## src/rtl/a2f_pkt_arbiter_pkg.sv

```systemverilog
// Shared definitions for the A2F FTDI read-path arbiter: FSM encoding, grant
// codes and the IQ-pair to FTDI-word packing rule.
package a2f_pkg;

    typedef enum logic [1:0] {
        ST_IDLE     = 2'd0,
        ST_FIFO_PKT = 2'd1,
        ST_CPU_PKT  = 2'd2
    } state_e;

    localparam logic [1:0] GRANT_NONE = 2'b00;
    localparam logic [1:0] GRANT_FIFO = 2'b01;
    localparam logic [1:0] GRANT_CPU  = 2'b10;

    localparam int IQ_HALF_WIDTH = 12;

    // Q sits in the upper half of the pair, I in the lower half; unused bits stay 0.
    function automatic logic [31:0] iq_pack(input logic [23:0] iq, input int qstart);
        logic [31:0] i_word;
        logic [31:0] q_word;
        i_word = 32'(iq[IQ_HALF_WIDTH-1:0]);
        q_word = 32'(iq[2*IQ_HALF_WIDTH-1:IQ_HALF_WIDTH]);
        return i_word | (q_word << qstart);
    endfunction

endpackage

```

## src/rtl/a2f_pkt_arbiter_if.sv

```systemverilog
// Bundle of sample-FIFO, ECPU and FTDI read-side signals around the arbiter.
// The arbiter uses the slave view; the surrounding logic drives the master view.
interface a2f_pkt_arbiter_if #(
    parameter int FT_DATA_WIDTH = 32,
    parameter int IQ_PAIR_WIDTH = 24
);
    logic [IQ_PAIR_WIDTH-1:0] fifo_data_i;
    logic                     fifo_empty_i;
    logic                     fifo_enough_i;
    logic                     fifo_re_o;
    logic [FT_DATA_WIDTH-1:0] cpu_data_i;
    logic                     cpu_empty_i;
    logic                     cpu_re_o;
    logic                     re_i;
    logic [FT_DATA_WIDTH-1:0] data_o;
    logic                     empty_o;
    logic                     enough_o;
    logic [1:0]               grant_o;
    logic                     pkt_done_o;

    modport slave (
        input  fifo_data_i, fifo_empty_i, fifo_enough_i,
        input  cpu_data_i, cpu_empty_i, re_i,
        output fifo_re_o, cpu_re_o, data_o, empty_o, enough_o, grant_o, pkt_done_o
    );

    modport master (
        output fifo_data_i, fifo_empty_i, fifo_enough_i,
        output cpu_data_i, cpu_empty_i, re_i,
        input  fifo_re_o, cpu_re_o, data_o, empty_o, enough_o, grant_o, pkt_done_o
    );
endinterface

```

## src/rtl/a2f_pkt_arbiter_iq_pack.sv

```systemverilog
// Combinational 24-bit IQ pair to 32-bit FTDI word packer, shared by FTDI paths.
module a2f_iq_pack
    import a2f_pkg::*;
#(
    parameter int QSTART_BIT_INDEX = 16
) (
    input  logic [23:0] iq_i,
    output logic [31:0] word_o
);

    assign word_o = iq_pack(iq_i, QSTART_BIT_INDEX);

endmodule

```

## src/rtl/a2f_pkt_arbiter.sv

```systemverilog
// Packet-granular arbiter sharing the FTDI read port between the IQ sample FIFO
// and the ECPU message source; a grant is held for a whole packet.
//
// state       | meaning
// ST_IDLE     | no grant; arbitrate every cycle, grant applies next cycle
// ST_FIFO_PKT | sample FIFO owns the port until PKT_WORDS words accepted
// ST_CPU_PKT  | ECPU owns the port until PKT_WORDS words accepted
module a2f_pkt_arbiter
    import a2f_pkg::*;
#(
    parameter int FT_DATA_WIDTH    = 32,
    parameter int IQ_PAIR_WIDTH    = 24,
    parameter int QSTART_BIT_INDEX = 16,
    parameter int PKT_WORDS        = 256,
    parameter int CPU_MAX_BURST    = 4
) (
    input  logic         clk_i,
    input  logic         reset_i,
    a2f_pkt_arbiter_if.slave bus
);

    localparam int CNT_W   = (PKT_WORDS > 1) ? $clog2(PKT_WORDS) : 1;
    localparam int BURST_W = $clog2(CPU_MAX_BURST + 1);
    localparam logic [CNT_W-1:0]   CNT_LAST  = CNT_W'(PKT_WORDS - 1);
    localparam logic [BURST_W-1:0] BURST_MAX = BURST_W'(CPU_MAX_BURST);

    state_e                   state_q, state_d;
    logic [CNT_W-1:0]         word_cnt_q, word_cnt_d;
    logic [BURST_W-1:0]       cpu_burst_q, cpu_burst_d;

    logic                     src_empty;
    logic                     accept;
    logic                     last_word;
    logic                     cpu_wins;
    logic                     fifo_wins;
    logic [IQ_PAIR_WIDTH-1:0] iq_sample;
    logic [FT_DATA_WIDTH-1:0] fifo_word;

    assign iq_sample = bus.fifo_data_i;

    a2f_iq_pack #(
        .QSTART_BIT_INDEX(QSTART_BIT_INDEX)
    ) u_iq_pack (
        .iq_i  (iq_sample),
        .word_o(fifo_word)
    );

    assign src_empty = (state_q == ST_FIFO_PKT) ? bus.fifo_empty_i :
                       (state_q == ST_CPU_PKT)  ? bus.cpu_empty_i  : 1'b1;
    assign accept    = (state_q != ST_IDLE) & bus.re_i & ~src_empty;
    assign last_word = accept & (word_cnt_q == CNT_LAST);

    // CPU may only starve the FIFO for CPU_MAX_BURST packets while the FIFO has a full packet.
    assign cpu_wins  = ~bus.cpu_empty_i & ((cpu_burst_q < BURST_MAX) | ~bus.fifo_enough_i);
    assign fifo_wins = ~cpu_wins & bus.fifo_enough_i;

    always_ff @(posedge clk_i or posedge reset_i) begin
        if (reset_i) begin
            state_q     <= ST_IDLE;
            word_cnt_q  <= '0;
            cpu_burst_q <= '0;
        end else begin
            state_q     <= state_d;
            word_cnt_q  <= word_cnt_d;
            cpu_burst_q <= cpu_burst_d;
        end
    end

    always_comb begin
        state_d     = state_q;
        word_cnt_d  = word_cnt_q;
        cpu_burst_d = cpu_burst_q;
        case (state_q)
            ST_IDLE: begin
                if (cpu_wins) begin
                    state_d = ST_CPU_PKT;
                    if (cpu_burst_q < BURST_MAX) begin
                        cpu_burst_d = cpu_burst_q + 1'b1;
                    end
                end else if (fifo_wins) begin
                    state_d     = ST_FIFO_PKT;
                    cpu_burst_d = '0;
                end
            end
            ST_FIFO_PKT, ST_CPU_PKT: begin
                if (last_word) begin
                    word_cnt_d = '0;
                    state_d    = ST_IDLE;
                end else if (accept) begin
                    word_cnt_d = word_cnt_q + 1'b1;
                end
            end
            default: begin
                state_d = ST_IDLE;
            end
        endcase
    end

    always_comb begin
        bus.fifo_re_o  = 1'b0;
        bus.cpu_re_o   = 1'b0;
        bus.data_o     = '0;
        bus.empty_o    = 1'b1;
        bus.grant_o    = GRANT_NONE;
        bus.enough_o   = bus.fifo_enough_i | ~bus.cpu_empty_i;
        bus.pkt_done_o = last_word;
        case (state_q)
            ST_FIFO_PKT: begin
                bus.fifo_re_o = accept;
                bus.data_o    = fifo_word;
                bus.empty_o   = src_empty;
                bus.grant_o   = GRANT_FIFO;
                bus.enough_o  = ~src_empty;
            end
            ST_CPU_PKT: begin
                bus.cpu_re_o  = accept;
                bus.data_o    = bus.cpu_data_i;
                bus.empty_o   = src_empty;
                bus.grant_o   = GRANT_CPU;
                bus.enough_o  = ~src_empty;
            end
            default: ;
        endcase
    end

endmodule
```

## src/flat_wrapper.sv

```systemverilog
// flat-port wrapper written by rule: the top's interface ports become plain ports
module a2f_pkt_arbiter_flat import a2f_pkg::*;
#(
    parameter int FT_DATA_WIDTH    = 32,
    parameter int IQ_PAIR_WIDTH    = 24,
    parameter int QSTART_BIT_INDEX = 16,
    parameter int PKT_WORDS        = 256,
    parameter int CPU_MAX_BURST    = 4
)
  (clk_i, reset_i, bus_fifo_data_i, bus_fifo_empty_i, bus_fifo_enough_i, bus_cpu_data_i, bus_cpu_empty_i, bus_re_i, bus_fifo_re_o, bus_cpu_re_o, bus_data_o, bus_empty_o, bus_enough_o, bus_grant_o, bus_pkt_done_o);
  a2f_pkt_arbiter_if #(.FT_DATA_WIDTH(FT_DATA_WIDTH), .IQ_PAIR_WIDTH(IQ_PAIR_WIDTH)) bus_i ();
  input  logic clk_i;
  input  logic reset_i;
  input wire logic [$bits(bus_i.fifo_data_i)-1:0] bus_fifo_data_i;
  input wire logic [$bits(bus_i.fifo_empty_i)-1:0] bus_fifo_empty_i;
  input wire logic [$bits(bus_i.fifo_enough_i)-1:0] bus_fifo_enough_i;
  input wire logic [$bits(bus_i.cpu_data_i)-1:0] bus_cpu_data_i;
  input wire logic [$bits(bus_i.cpu_empty_i)-1:0] bus_cpu_empty_i;
  input wire logic [$bits(bus_i.re_i)-1:0] bus_re_i;
  output wire logic [$bits(bus_i.fifo_re_o)-1:0] bus_fifo_re_o;
  output wire logic [$bits(bus_i.cpu_re_o)-1:0] bus_cpu_re_o;
  output wire logic [$bits(bus_i.data_o)-1:0] bus_data_o;
  output wire logic [$bits(bus_i.empty_o)-1:0] bus_empty_o;
  output wire logic [$bits(bus_i.enough_o)-1:0] bus_enough_o;
  output wire logic [$bits(bus_i.grant_o)-1:0] bus_grant_o;
  output wire logic [$bits(bus_i.pkt_done_o)-1:0] bus_pkt_done_o;
  assign bus_i.fifo_data_i = bus_fifo_data_i;
  assign bus_i.fifo_empty_i = bus_fifo_empty_i;
  assign bus_i.fifo_enough_i = bus_fifo_enough_i;
  assign bus_i.cpu_data_i = bus_cpu_data_i;
  assign bus_i.cpu_empty_i = bus_cpu_empty_i;
  assign bus_i.re_i = bus_re_i;
  assign bus_fifo_re_o = bus_i.fifo_re_o;
  assign bus_cpu_re_o = bus_i.cpu_re_o;
  assign bus_data_o = bus_i.data_o;
  assign bus_empty_o = bus_i.empty_o;
  assign bus_enough_o = bus_i.enough_o;
  assign bus_grant_o = bus_i.grant_o;
  assign bus_pkt_done_o = bus_i.pkt_done_o;
  a2f_pkt_arbiter #(.FT_DATA_WIDTH(FT_DATA_WIDTH), .IQ_PAIR_WIDTH(IQ_PAIR_WIDTH), .QSTART_BIT_INDEX(QSTART_BIT_INDEX), .PKT_WORDS(PKT_WORDS), .CPU_MAX_BURST(CPU_MAX_BURST)) u_core (.clk_i(clk_i), .reset_i(reset_i), .bus(bus_i));
endmodule
```

## config.mk

```make
export PLATFORM = sky130hd
export DESIGN_NAME = a2f_pkt_arbiter_flat
export DESIGN_NICKNAME = d
export VERILOG_FILES = /design/src/rtl/a2f_pkt_arbiter_pkg.sv /design/src/rtl/a2f_pkt_arbiter_if.sv /design/src/rtl/a2f_pkt_arbiter_iq_pack.sv /design/src/rtl/a2f_pkt_arbiter.sv /design/src/flat_wrapper.sv
export SDC_FILE = /design/constraint.sdc
export NUM_CORES = 1
export LEC_CHECK = 0
export ABC_AREA = 1
export CORE_MARGIN = 1.5
export CORE_UTILIZATION = 30
export DETAILED_ROUTE_END_ITERATION = 6
export GPL_TIMING_DRIVEN = 0
export HOLD_SLACK_MARGIN = 0.05
export PLACE_DENSITY = 0.73
export SYNTH_ARGS = -nofsm -noshare
export SYNTH_HDL_FRONTEND = slang
export SYNTH_SLANG_ARGS = --single-unit
```

## constraint.sdc

```tcl
create_clock -name clk_i -period 5.4 [get_ports clk_i]
set_input_delay 1.62 -clock clk_i [delete_from_list [all_inputs] [get_ports clk_i]]
set_output_delay 1.62 -clock clk_i [all_outputs]
set_load 0.1 [all_outputs]
```

* Word-level counts from Yosys, hierarchy flattened *
Index checks and enable logic that the tools add are counted.

word-level totals
  output and inout port bits = 39
  input port bits = 62
  logic and storage cells = 49
  register bits after elaboration = 13

cells by class
  muxes and demuxes = 17
  reduce and logical (&&, ||, !) cells = 8
  add/sub/neg operators = 2
  equality and inequality tests = 6
  bitwise logic cells = 12
  order comparisons = 1

operator list
  operator                                                                 count
  32-bit case mux with 2 select lines                                      1
  12-bit by 28-bit OR with 28-bit output                                   1
  8-bit 2-to-1 mux                                                         2
  3-bit 2-to-1 mux                                                         3
  8-bit by 1-bit adder with 8-bit output, second input constant            1
  8-bit equality test, second input constant                               1
  2-bit case mux with 2 select lines                                       2
  1-bit 2-to-1 mux                                                         6
  2-bit 2-to-1 mux                                                         3
  2-bit nonzero test                                                       3
  1-bit AND                                                                5
  1-bit inverter                                                           4
  2-bit AND reduction                                                      2
  3-bit by 1-bit adder with 3-bit output, second input constant            1
  3-bit less-than comparator, second input constant                        1
  3-bit by 1-bit inequality test with 1-bit output, second input constant  1
  3-bit AND reduction                                                      1
  2-bit by 1-bit equality test with 1-bit output, second input constant    1
  2-bit equality test, second input constant                               1
  2-bit logical NOT                                                        1
  2-bit by 1-bit inequality test with 1-bit output, second input constant  1
  2-bit inequality test, second input constant                             1
  1-bit OR                                                                 2
  2-bit OR reduction                                                       1

* Logic depth before layout (Yosys ltp) *
Gate-level depths: netlist (run 1).

  depth in word-level cells = 8
  gate-level depth with buffers = 10
  gate-level depth less buffers = 9

* Modules after synthesis *
A second synthesis (run 1) with hierarchy kept.

unflattened totals
  cells, all modules = 253
  area total of the unflattened synthesis = 1604.0 um^2

modules (own cells, without submodules)
  module           instances  area an instance (um^2)  sequential area each (um^2)  cells an instance
  a2f_pkt_arbiter  1          1360.1                   325.3                        220
  a2f_iq_pack      1          244.0                    0.0                          33

* Worst setup path after synthesis (run 1) *
Ideal clock, no wire load.

  path kind = input -> output
  from = input port bus_fifo_empty_i
  to = output port bus_enough_o
  path buffers = 0
  stages = 4
  data arrival time = 3.878 ns
  slack = -0.098 ns
  data required time = 3.780 ns
  cell sequence = nand2_1 a21boi_2 nand2_1 o21ai_0

on the way
  cells in the longest elaborated chain, start to end = 3

RTL lines
  element             line                                            text
  start: declaration  flat_wrapper.sv:15                              input wire logic [$bits(bus_i.fifo_empty_i)-1:0] bus_fifo_empty_i;
  1-bit 2-to-1 mux    a2f_pkt_arbiter.sv:48                           assign src_empty = (state_q == ST_FIFO_PKT) ? bus.fifo_empty_i :
  1-bit inverter      a2f_pkt_arbiter.sv:113, a2f_pkt_arbiter.sv:120
  1-bit 2-to-1 mux    -
  end: declaration    flat_wrapper.sv:24                              output wire logic [$bits(bus_i.enough_o)-1:0] bus_enough_o;

Every way passes these cells.

* Worst setup path in the final report (run 1) *
  from = input port bus_fifo_empty_i
  to = output port bus_empty_o

on the way
  cells in the longest elaborated chain, start to end = 2

RTL lines
  element           line                    text
  1-bit 2-to-1 mux  a2f_pkt_arbiter.sv:48
  1-bit 2-to-1 mux  a2f_pkt_arbiter.sv:107  case (state_q)
  end: declaration  flat_wrapper.sv:23      output wire logic [$bits(bus_i.empty_o)-1:0] bus_empty_o;

Every way passes these cells.

==> results.json, run 1 <==
{
  "status": "finished, final reports clean",
  "diodes": 0,
  "p_clk_share_pct": 6.4,
  "finalNetCount": 386,
  "grt_usage_pct": 19.06,
  "cts_buffer_depth": 2,
  "cap_violations": 0,
  "cp_slowest_cell": "clkdlybuf4s50_1",
  "final_core_util_pct": 58.98,
  "cp-endpoint": "bus_empty_o",
  "grt_overflow": 0,
  "timing.final.crit_share_pct": 96.31,
  "multiInputGateArea_um2": 827.0,
  "cpPeakStageDelay_ns": 1.13,
  "grt_pass1_wl_um": 7562,
  "power_frac_seq_pct": 11.0,
  "gp_congestion": 0.8131,
  "io_buffers": 100,
  "start_util_pct": 31.89,
  "drt_iter0_markers": 83,
  "dpl.hpwl_um": 3727,
  "path_class": "primary input to primary output",
  "cp_max_fo": 2,
  "drt_first_pass_iters": 5,
  "syn_to_final_growth_pct": 84.94,
  "fmax_mhz": 192.3,
  "drive_gt1_share_pct": 6.940,
  "rsz0062_at_grt": "no",
  "die_y_um": 69.15,
  "root_buffer": "clkbuf_8",
  "p_leak_nw": 1.176,
  "cp.arrival_ns": 3.58,
  "syn_inst": 213,
  "ios": 101,
  "wire_per_inst_um": 12.45,
  "syn_area_um2": 1313,
  "vias_per_cell": 4.553,
  "clkTransAtPathRegs_ns": 0.05,
  "synth.avg_cell_area_um2": 6.162,
  "endpoint_kind": "primary output",
  "grt_max_degree": 14,
  "cp_cell_sequence": "clkdlybuf4s50_1 > nand2_1 > a21boi_2 > nand2_1 > clkdlybuf4s50_1",
  "antenna_found_initial": 0,
  "r2r-end": "u_core.word_cnt_q[2]",
  "p_sw_mw": 0.9182,
  "reg2reg_depth": 8,
  "powerDensity_nw_per_um2": 562.9,
  "drv_slew": 0,
  "cts_tree": "done",
  "regArea_um2": 325.3,
  "internal_power_mw": 0.4482,
  "setup.worst_path.start_class": "primary input",
  "ys_warn_count": 0,
  "r2r_slack_ns": 3.78,
  "startpoint": "bus_fifo_empty_i",
  "seq_area_frac_synth_pct": 24.79,
  "maxSlewHeadroom_pct": 32.03,
  "cts_made_buffers": 3,
  "tightest_slew_ns": 1.016,
  "hold_path.class": "register to register",
  "ant_nets": 0,
  "setup_violations": 0,
  "postCtsHoldBufs": 0,
  "core_area_um2": 4115,
  "switching_share_pct": 67.20,
  "htree_num_levels": 1,
  "worstPathRequired_ns": 3.78,
  "total_power_mw": 1.366,
  "reg2reg_from": "u_core.state_q[1]",
  "num_vias": 1671,
  "fin_skew_ns": 0.001476,
  "die_w_um": 69.15,
  "finalWirelength_um": 4570,
  "dp.cells": 363,
  "clock_latency_ns": 0.24,
  "fp-row-count": 23,
  "fin_cells": 367,
  "clock_sinks": 13,
  "synth.net_count": 281,
  "grt_pass1_vias": 1544,
  "peakVddDrop_v": 0.0002654,
  "hold_viol_final": 0,
  "nFillCells": 419,
  "layout_min_cycle_time_ns": 5.201,
  "p_comb_share_pct": 82.6,
  "synth_cell_types": 26,
  "ys_ff_latch": 13,
  "drc": 0,
  "die_area_um2": 4781
}
power by group through the flow:
stage / logic, mW / clock network [mW] / registers (mW)
after CTS: 1.14 / 0.0901 / 0.150
after floorplan: 0.878 / 0 / 0.145
final: 1.13 / 0.0879 / 0.150
after detailed placement: 1.14 / 0 / 0.152
after global routing: 1.19 / 0.0937 / 0.153
after global placement: 1.13 / 0 / 0.151
sequential cells by signal (all words and copies together), names as in the netlist:
name	count
u_core.cpu_burst_q	3
u_core.word_cnt_q	8
u_core.state_q	2
layer usage:
layer	part of all wire (%)	track usage (%)	vias to the layer above	routed length, um
met5	0	0	-	0
li1	-	-	867	-
met2	48	33.33	60	2197
met4	1.1	5.229	0	51
met1	44	24.19	739	2001
met3	7.0	2.924	5	319
metrics by stage:
step                      worst slack [ns]  hold slack, ns  cell area, um^2  setup TNS [ns]
after global routing                0.1317          0.4967             2427               0
after global placement            -0.03763          0.4588             2376        -0.03763
after CTS                          0.01661          0.4818             2420               0
final                               0.1991          0.4818             2427               0
after detailed placement          -0.03315          0.4693             2376        -0.03315
after floorplan                    0.01003          0.4459             1313               0
timing repair:
action                     CTS  global route
gates resized for setup      1             3
setup endpoints to repair    1             3
setup buffers                0             0
cell type report:
| type | count | area share, % |
|---|---|---|
| Multi-Input combinational cell | 160 | 34.07 |
| Inverter | 31 | 4.794 |
| Sequential cell | 13 | 13.40 |
| Timing Repair Buffer | 100 | 41.49 |
| Buffer | 9 | 1.804 |
| Tap cell | 50 | 2.577 |
| Clock buffer | 4 | 1.856 |
cell usage after synthesis:
library cell / number / area (um^2)
nor2_8: 1 / 20.02
o21ai_0: 3 / 15.01
nor2_1: 7 / 26.28
a21boi_2: 1 / 11.26
nor3_1: 1 / 5.000
buf_4: 2 / 15.01
nand3b_4: 1 / 20.02
nand4_1: 3 / 18.77
nand3_1: 9 / 45.04
o21bai_2: 1 / 11.26
nand2_1: 85 / 319.1
ha_1: 6 / 75.07
o21bai_1: 1 / 7.510
xor2_1: 2 / 17.52
inv_1: 29 / 108.9
xnor2_1: 2 / 17.52
clkbuf_1: 3 / 11.26
nand3_4: 1 / 17.52
inv_2: 2 / 7.510
buf_2: 2 / 10.01
nand2_2: 6 / 37.54
a21oi_1: 27 / 135.1
nor2_4: 2 / 22.52
o21ai_1: 1 / 5.000
dfrtp_1: 13 / 325.3
buf_1: 2 / 7.510
worst min path at each step:
stage,to,from,depth (start not counted)
final,u_core.cpu_burst_q[1],u_core.cpu_burst_q[1],2
after global routing,u_core.cpu_burst_q[1],u_core.cpu_burst_q[1],2
after CTS,u_core.cpu_burst_q[1],u_core.cpu_burst_q[1],2
after detailed placement,u_core.cpu_burst_q[1],u_core.cpu_burst_q[1],2
after global placement,u_core.cpu_burst_q[1],u_core.cpu_burst_q[1],2
after floorplan,u_core.cpu_burst_q[1],u_core.cpu_burst_q[1],2
worst max-delay path, delay by kind of cell:
| kind | cells | cell delay (ns) |
|---|---|---|
| simple gates | 2 | 0.17 |
| compound gates | 1 | 0.19 |
| buf+inv | 2 | 1.59 |
kinds of logic after synthesis:
| group | after synthesis | share of synthesized area, % |
|---|---|---|
| xor gates and xnor gates | 4 | 2.670 |
| adders and majority gates | 6 | 5.720 |
| DFF | 13 | 24.79 |
| and+or+nand+nor | 116 | 40.52 |
| buffers and inverters | 40 | 12.20 |
| AOI/OAI and AO/OA | 34 | 14.11 |
layout by cell type (no fill, tap or decap):
cell type / Yosys / final
dlymetal6s2s_1: 0 / 3
nor2_4: 2 / 2
nor3_1: 1 / 1
clkbuf_8: 0 / 3
o21ai_1: 1 / 2
nand3b_4: 1 / 1
o21bai_1: 1 / 1
nand3_1: 9 / 9
o21bai_2: 1 / 1
nand2_2: 6 / 6
nand4_1: 3 / 3
nor2_1: 7 / 7
a21oi_1: 27 / 27
xor2_1: 2 / 2
nand3_4: 1 / 1
inv_1: 29 / 29
ha_1: 6 / 6
o21ai_0: 3 / 2
buf_1: 2 / 2
buf_2: 2 / 2
inv_2: 2 / 2
buf_4: 2 / 2
dlygate4sd2_1: 0 / 1
xnor2_1: 2 / 2
clkdlybuf4s50_1: 0 / 96
nor2_8: 1 / 1
dfrtp_1: 13 / 13
a21boi_2: 1 / 1
nand2_1: 85 / 85
clkbuf_1: 3 / 4
(Power assumes the default switching activity.)
==> run 2, diff against run 1 <==
Settings changed: SETUP_SLACK_MARGIN set to 0.5.
==> results.json, run 2 (synthesis results as in run 1) <==
{
  "status": "finished, final reports clean",
  "hold_end": "u_core.cpu_burst_q[1]",
  "crit_path_frequent_cell": "inv_1",
  "cp_max_fo": 5,
  "syn_to_final_growth_pct": 81.70,
  "grt_pass1_vias": 1572,
  "fmax_mhz": 208.2,
  "grt_pass1_wl_um": 7355,
  "r2r_slack_ns": 3.82,
  "drt_first_pass_iters": 4,
  "cp.arrival_ns": 3.18,
  "fin_skew_ns": 0.002247,
  "hold_path.class": "register to register",
  "root_buffer": "clkbuf_8",
  "dp.cells": 363,
  "drc": 0,
  "layout_min_cycle_time_ns": 4.802,
  "core_area_um2": 4115,
  "cap_violations": 0,
  "finalWirelength_um": 4372,
  "tightest_slew_ns": 0.9866,
  "gp_congestion": 0.8213,
  "pre_cts_slack_ns": -0.01254,
  "hold_viol_final": 0,
  "cts_made_buffers": 3,
  "layout_commonest_cell": "nand2_1",
  "finalNetCount": 386,
  "top_register": "u_core.word_cnt_q",
  "wire_per_inst_um": 11.91,
  "htree_num_levels": 1,
  "r2r-end": "u_core.word_cnt_q[5]",
  "internal_power_mw": 0.4034,
  "grt_max_degree": 14,
  "timing.final.crit_share_pct": 88.93,
  "io_buffers": 100,
  "antenna_found_initial": 0,
  "ant_nets": 0,
  "setup_ws_ns": 0.5977,
  "powerDensity_nw_per_um2": 553.5,
  "vias_per_cell": 4.575,
  "drive_gt1_share_pct": 8.833,
  "clock_latency_ns": 0.25,
  "die_w_um": 69.15,
  "p_clk_share_pct": 6.8,
  "switching_share_pct": 69.44,
  "p_sw_mw": 0.9166,
  "setup.worst_path.start_class": "primary input",
  "path_class": "primary input to primary output",
  "start_util_pct": 31.89,
  "reg_top3": "u_core.word_cnt_q: 8 flops, u_core.cpu_burst_q: 3 flops, u_core.state_q: 2 flops",
  "ios": 101,
  "grt_usage_pct": 18.45,
  "maxSlewHeadroom_pct": 34.02,
  "power_frac_seq_pct": 11.3,
  "startpoint": "bus_cpu_empty_i",
  "hold-path-cell-count": 2,
  "largest_register_ffs": 8,
  "layout_common_cells": "nand2_1, clkdlybuf4s50_1, dlygate4sd2_1",
  "endpoint_kind": "primary output",
  "rsz0062_at_grt": "no",
  "fp-row-count": 23,
  "hp-start": "u_core.cpu_burst_q[1]",
  "p_comb_share_pct": 82.0,
  "drv_slew": 0,
  "clkTransAtPathRegs_ns": 0.05,
  "die_y_um": 69.15,
  "worstPathRequired_ns": 3.78,
  "grt_overflow": 0,
  "dpl.hpwl_um": 3535,
  "die_area_um2": 4781,
  "fin_cells": 367,
  "cts_buffer_depth": 2,
  "cp_slowest_cell": "clkdlybuf4s15_2",
  "diodes": 0,
  "reg2reg_depth": 9,
  "cp_cell_sequence": "clkdlybuf4s50_1 > inv_1 > nand2_2 > a21boi_2 > nand3b_4 > inv_1 > clkdlybuf4s15_2",
  "p_leak_nw": 1.262,
  "postCtsHoldBufs": 0,
  "cts_tree": "done",
  "reg2reg_from": "u_core.state_q[1]",
  "setup_violations": 0,
  "clock_sinks": 13,
  "cpPeakStageDelay_ns": 0.55,
  "num_vias": 1679,
  "drt_iter0_markers": 36,
  "peakVddDrop_v": 0.0004459
}
run 2: cell count changes in the layout (fill, tap and decap cells not counted), sizes merged:
cell           change
dlygate4sd2       +31
clkdlybuf4s15      +4
dlymetal6s2s       -3
clkdlybuf4s50     -33
buf                +1
run 2: power groups by stage:
stage | logic [mW] | clock network (mW) | registers, mW
finish | 1.08 | 0.0892 | 0.149
global placement | 1.13 | 0 | 0.150
detailed placement | 1.14 | 0 | 0.150
global route | 1.15 | 0.0977 | 0.153
CTS | 1.09 | 0.0924 | 0.149
floorplan | 0.881 | 0 | 0.145
run 2: worst max path at each step:
stage,endpoint,cells after the start
final,bus_pkt_done_o,7
after global routing,bus_pkt_done_o,7
after floorplan,bus_data_o[10],6
after CTS,bus_enough_o,7
after global placement,bus_enough_o,7
after detailed placement,bus_enough_o,7
run 2: routing by layer:
metal  wire length, um  part of all wire, %  track usage [%]
met4                79                  1.8            5.664
met1              1916                   44            23.59
met5                 0                    0                0
met2              2011                   46            31.41
met3               364                  8.3            3.363
run 2: what timing repair did:
action                     in CTS  in global routing
setup buffers                   0                  0
gates resized for setup        47                  2
setup endpoints to repair      37                  1
run 2: critical path, delay by kind of cell:
kind / cells / cell delay (ns)
buffers and inverters: 4 / 1.17
AOI/OAI and AO/OA: 1 / 0.20
and+or+nand+nor: 2 / 0.19
run 2: layout make-up:
| cell class | instances | area (um^2) |
|---|---|---|
| inverter | 31 | 116.4 |
| tap | 50 | 62.56 |
| buffer | 9 | 43.79 |
| sequential | 13 | 325.3 |
| multi-input combinational | 160 | 830.8 |
| timing repair buffer | 100 | 960.9 |
| fill | 416 | 1730 |
| clock buffer | 4 | 45.04 |
run 2: through the flow:
stage	cell area [um^2]	setup TNS (ns)	hold WS, ns	util [%]	power, mW
finish	2385	0	0.4846	57.95	1.320
global placement	2380	-0.02182	0.4592	57.83	1.281
global route	2385	0	0.4945	57.95	1.404
CTS	2391	0	0.4851	58.10	1.336
floorplan	1316	0	0.4459	-	1.027
detailed placement	2380	-0.01254	0.4725	57.83	1.291
==> run 3, diff against run 2 <==
Settings changed: CTS_CLUSTER_DIAMETER set to 40.
==> results of run 3 <==
No change in the layout: final DEF, timing and power equal those of run 2.
